[config.mk]
export PLATFORM = sky130hd
export DESIGN_NAME = tl_a_repeater
export DESIGN_NICKNAME = d
export VERILOG_FILES = /design/src/rtl/tl_a_repeater.sv
export SDC_FILE = /design/constraint.sdc
export NUM_CORES = 1
export LEC_CHECK = 0
export CAP_MARGIN = 20
export CORE_AREA = 2 2 123 137
export DETAILED_ROUTE_END_ITERATION = 8
export DIE_AREA = 0 0 125 139
export GPL_ROUTABILITY_DRIVEN = 0
export HOLD_SLACK_MARGIN = 0.08
export PLACE_DENSITY = 0.83
export SYNTH_ARGS = -nofsm -noshare
export SYNTH_HDL_FRONTEND = slang
export SYNTH_SLANG_ARGS = --single-unit
[constraint.sdc]
create_clock -name clock -period 1.55 [get_ports clock]
set_input_delay 0.2325 -clock clock [delete_from_list [all_inputs] [get_ports clock]]
set_output_delay 0.2325 -clock clock [all_outputs]
set_load 0.05 [all_outputs]
[src/rtl/tl_a_repeater.sv]
// rtl/tl_a_repeater.sv - single-entry TileLink A-channel repeater with capture/re-issue
module tl_a_repeater #(
    parameter int ADDR_W   = 30,
    parameter int SOURCE_W = 7,
    parameter int SIZE_W   = 4,
    parameter int MASK_W   = 8,
    parameter int DATA_W   = 64,
    parameter int CNT_W    = 8
) (
    input  logic                clock,
    input  logic                reset,
    input  logic                do_repeat,

    input  logic                enq_valid,
    output logic                enq_ready,
    input  logic [2:0]          enq_opcode,
    input  logic [2:0]          enq_param,
    input  logic [SIZE_W-1:0]   enq_size,
    input  logic [SOURCE_W-1:0] enq_source,
    input  logic [ADDR_W-1:0]   enq_address,
    input  logic [MASK_W-1:0]   enq_mask,
    input  logic [DATA_W-1:0]   enq_data,
    input  logic                enq_corrupt,

    output logic                deq_valid,
    input  logic                deq_ready,
    output logic [2:0]          deq_opcode,
    output logic [2:0]          deq_param,
    output logic [SIZE_W-1:0]   deq_size,
    output logic [SOURCE_W-1:0] deq_source,
    output logic [ADDR_W-1:0]   deq_address,
    output logic [MASK_W-1:0]   deq_mask,
    output logic [DATA_W-1:0]   deq_data,
    output logic                deq_corrupt,

    output logic                full,
    output logic [CNT_W-1:0]    repeat_count,
    output logic                repeat_err
);

    localparam int          LG_MASK   = $clog2(MASK_W);
    localparam logic [2:0]  OP_GET    = 3'd4;
    localparam logic [CNT_W-1:0] CNT_MAX = {CNT_W{1'b1}};

    typedef enum logic {
        PASS = 1'b0,
        HOLD = 1'b1
    } state_t;

    state_t state_q;
    state_t state_d;

    logic [2:0]          saved_opcode;
    logic [2:0]          saved_param;
    logic [SIZE_W-1:0]   saved_size;
    logic [SOURCE_W-1:0] saved_source;
    logic [ADDR_W-1:0]   saved_address;
    logic [MASK_W-1:0]   saved_mask;
    logic [DATA_W-1:0]   saved_data;
    logic                saved_corrupt;

    logic [CNT_W-1:0]    count_q;
    logic                err_q;
    logic                fire;
    logic                oversize_get;

    assign full      = (state_q == HOLD);
    assign deq_valid = enq_valid | full;
    // Upstream is stalled while a beat is held so it is never consumed twice.
    assign enq_ready = deq_ready & ~full;
    assign fire      = deq_valid & deq_ready;

    assign deq_opcode  = full ? saved_opcode  : enq_opcode;
    assign deq_param   = full ? saved_param   : enq_param;
    assign deq_size    = full ? saved_size    : enq_size;
    assign deq_source  = full ? saved_source  : enq_source;
    assign deq_address = full ? saved_address : enq_address;
    assign deq_mask    = full ? saved_mask    : enq_mask;
    assign deq_data    = full ? saved_data    : enq_data;
    assign deq_corrupt = full ? saved_corrupt : enq_corrupt;

    assign oversize_get = (deq_opcode == OP_GET) && (deq_size > SIZE_W'(LG_MASK));

    assign repeat_count = count_q;
    assign repeat_err   = err_q;

    always_ff @(posedge clock) begin
        if (reset) begin
            state_q <= PASS;
        end else begin
            state_q <= state_d;
        end
    end

    always_comb begin
        state_d = state_q;
        case (state_q)
            PASS: if (fire && do_repeat)  state_d = HOLD;
            HOLD: if (fire && !do_repeat) state_d = PASS;
            default: state_d = PASS;
        endcase
    end

    always_ff @(posedge clock) begin
        if (reset) begin
            saved_opcode  <= '0;
            saved_param   <= '0;
            saved_size    <= '0;
            saved_source  <= '0;
            saved_address <= '0;
            saved_mask    <= '0;
            saved_data    <= '0;
            saved_corrupt <= 1'b0;
            count_q       <= '0;
            err_q         <= 1'b0;
        end else if (fire) begin
            if (do_repeat) begin
                if (!full) begin
                    saved_opcode  <= enq_opcode;
                    saved_param   <= enq_param;
                    saved_size    <= enq_size;
                    saved_source  <= enq_source;
                    saved_address <= enq_address;
                    saved_mask    <= enq_mask;
                    saved_data    <= enq_data;
                    saved_corrupt <= enq_corrupt;
                    count_q       <= CNT_W'(1);
                end else if (count_q != CNT_MAX) begin
                    count_q <= count_q + CNT_W'(1);
                end
                // A Get wider than the data bus cannot be re-issued as-is.
                if (oversize_get) begin
                    err_q <= 1'b1;
                end
            end else begin
                count_q <= '0;
            end
        end
    end

endmodule
After elaboration in Yosys (flattened, before gate mapping)
Index checks and enable logic that the tools add are counted.
- register bits after elaboration: 130
- output and inout port bits: 132
- logic and storage cells: 41
- add/sub/neg operators: 1
- $lt $le $gt $ge: 1
- equality and inequality tests: 3
- multiplexer cells: 14
- bitwise operators: 4
- reductions and logical operators: 7
- operators with widths (operator ; number):
    two-way mux 64 bit ; 1
    two-way mux 8 bit ; 4
    two-way mux 30 bit ; 1
    adder 8 x 1 -> 8 bit, second input constant ; 1
    != test 8 bit, second input constant ; 1
    two-way mux 7 bit ; 1
    two-way mux 3 bit ; 2
    greater-than comparator 4 x 2 -> 1 bit, second input constant ; 1
    two-way mux 4 bit ; 1
    AND reduction 2 bit ; 2
    equality test 3 bit, second input constant ; 1
    logical AND 1 bit ; 3
    two-way mux 1 bit ; 3
    != test 3 x 2 -> 1 bit, second input constant ; 1
    AND reduction 3 bit ; 1
    bitwise AND 1 bit ; 2
    case mux 1 bit (2 select lines) ; 1
    logical NOT 1 bit ; 1
    inverter 1 bit ; 1
    bitwise OR 1 bit ; 1

Logic depth before layout (Yosys ltp)
- depth in word-level cells: 5
- mapped depth: 7
- depth with buffers taken out: 5

Worst setup path before layout
OpenSTA, ideal clock, no wires.
- path kind: reg-to-output
- start: register (tool-made name)
- end: output enq_ready
- arrival time: 1718 ps
- required time: 1317 ps
- slack: -400 ps
- cell stages (with the launch flop): 5
- cell sequence: dfxtp_1 > buf_4 > buf_6 > buf_4 > nor2b_1
- RTL lines (element ; RTL line ; source):
    end, declared ; 15 ; output logic enq_ready,

==> flow_summary.toml <==
[synthesis]
synth.avg_cell_area_um2 = 8.50
synth_area_leader_cell = "dfxtp_1"
synth_edf_count = 0
synthCells = 722
syn-num-nets = 848
ys_types = 32
synth.area.top_cells = "dfxtp_1, mux2_2, nand2_1"
postSynth.asyncResetShare = 0
synth_ff_type = "dfxtp_1"
synth_most_common_cell = "nand2_1"
yosysSeqAreaShare = 0.424
netlist.area_leader.share = 0.424
ys_warn_count = 0
synthTopCellsByCount = "nand2_1, dfxtp_1, a21oi_1, mux2_2, clkbuf_1"
synth-seq-cells = 130
netlist_area_um2 = 6140

[timing]
fin_crit_sh = 1.21
hold_viol = 0
finalCriticalPeriod_ns = 1.87
worst_slack_ns = -0.322
setup_viol = 241
drv_slew = 0
tns_ns = -40.05
max-slew-margin-rel = 0.757
worst_pin_slew_ns = 0.364
skew_ns = 0.00688
rsz0062_at_grt = "true"
timing.fmax_ghz = 0.534

[placed_design]
pre_cts_slack_ns = -0.204
io_buffer_count = 256
dp.cells = 1165
dp_hpwl_um = 12600

[final_layout]
multiInputGateArea_um2 = 3690
areaGrowthSynthToFinish_pct = 84.0
seq_area_um2 = 2610
diodes = 0
fillers = 1134
drive_above_1_share = 0.374
final_nets = 1145
instances_no_fill = 1236

[clocking]
hold_buffers = 0
ctsHtreeMaxLevel = 4
cts_tree = "done"
path_clk_slew_ns = 0.06
clk_path_buf_depth = 2
cts_root_buf = "clkbuf_16"
cts.sinks = 130
cts_buffers = 17
clk_latency_ns = 0.41

[floorplan]
initial_core_util = 0.382
dieArea_um2 = 17400
die_w_um = 125
die_h_um = 139
io_pins = 257
row_count = 49
core-area_um2 = 16100

[power]
p_leak_nw = 4.56
peakVddDrop_uv = 633
p_total_w = 0.0106
powerDensity_nw_per_um2 = 942

[global_route]
track_usage = 0.218
grt_max_degree = 43
grt_overflow = 0
antenna_found_initial = 0
grt_pass1_wl_um = 31000
grt_pass1_vias = 6213

[worst_setup_path]
worstPathMaxFanout = 11
cp_slowest_cell = "dfxtp_4"
crit_buf_inv = 3
crit_arrival_ns = 1.64
crit_type = "register to output port"
r2r_cells = 8
cp_top_family = "buffers and inverters"
cp.depth = 4
crit_path_start_kind = "register"
end_kind = "output port"
crit_path_cell_trace = "buf_12, buf_12, mux2_2, buf_6"
required_ns = 1.32
cpMostUsedCell = "buf_12"
cpPeakStageDelay_ns = 0.39

[route]
detail-route-antenna-nets = 0
drc = 0
drt-total-wl_um = 22100
drtPass1Iterations = 5
first_iter_violations = 346
vias = 6428
wire_per_inst_um = 17.8
viasPerCell = 5.20

[min_path]
hold_depth = 2
min_from = "reset"
min_path_type = "input pin to register"

[job]
drv_cap = 0

[outcome]
violations = "negative setup slack"
status = "finished, violations left"
[per-stage QoR]
stage | instance area [um2] | hold WS (ns) | util
6_report | 11300 | 0.213 | 0.703
5_1_grt | 11300 | 0.218 | 0.703
4_1_cts | 10500 | 0.193 | 0.656
3_5_place_dp | 9140 | 0.443 | 0.569
3_3_place_gp | 9140 | 0.437 | 0.569
2_1_floorplan | 6300 | 0.404 | -
[metal layers]
layer	up-vias	GRT usage	wire length, um
met2	241	0.385	11400
met3	52	0.0571	1270
li1	3054	-	-
met1	3081	0.248	8610
met5	-	0	0
met4	0	0.0953	763
[final timing paths]
check / slack (ns) / end
worst max-delay path: -0.32 / deq_data[43]
worst min-delay path: 0.21 / repeat_err
worst min register to register: 0.45 / saved_data[35]
worst max register to register: -0.11 / saved_address[19]
[worst register-to-register path, stage by stage (launching register included)]
cell and delay [ns]:
dfxtp_4 0.37, buf_6 0.15, buf_4 0.14, o21a_2 0.21
and2_4 0.20, buf_12 0.14, clkbuf_16 0.16, nand2_1 0.09
a21oi_1 0.08
[cell families after synthesis]
group           count (synthesis)  share of synthesized area
fa+ha+maj                       1                    0.00204
mux                           121                      0.222
compound gates                144                      0.125
buf+inv                        59                     0.0546
flops                         130                      0.424
simple gates                  267                      0.172
[cell type report]
class / count / area share
multi-input cells: 533 / 0.327
repair buffers: 334 / 0.363
flip-flops and latches: 130 / 0.232
clock inverters: 7 / 0.00820
clock buffers: 25 / 0.0468
well taps: 204 / 0.0226
inverters: 3 / 0.000998
[state kept, by name, indices dropped and copies added (netlist names), named ones only]
register	count
saved_param	3
saved_source	7
saved_address	30
saved_data	64
saved_mask	8
repeat_err	1
repeat_count	8
saved_corrupt	1
saved_size	4
saved_opcode	3
[cells in the final DEF, fill, tap and decap left out, types with 3 or more instances in the layout]
master,count
clkbuf_8,3
clkbuf_16,33
dfxtp_1,127
a31oi_1,3
buf_4,41
clkinvlp_4,3
a211oi_1,6
nand2_1,235
buf_6,99
mux2_2,17
a21oi_1,110
and3_1,4
mux2_4,100
buf_8,16
clkdlybuf4s50_1,123
buf_12,37
clkbuf_1,3
a21oi_2,11
nor3_1,3
nand3_1,4
dfxtp_4,3
buf_16,4
nor2_1,9
[power breakdown]
group	internal [W]	switching [W]	leakage, nW
clock network	0.00269	0.00147	0.296
registers	0.00346	0.0000678	1.06
logic	0.00139	0.00156	3.21
[what timing repair did]
action | in CTS | in global routing
pin swaps | 0 | 8
cloned | 4 | 17
setup endpoints to repair | 123 | 250
resized for setup | 162 | 71
setup buffers | 9 | 9
hold endpoints to repair | 0 | 0
Note: power is estimated with default switching activity, not from simulation.
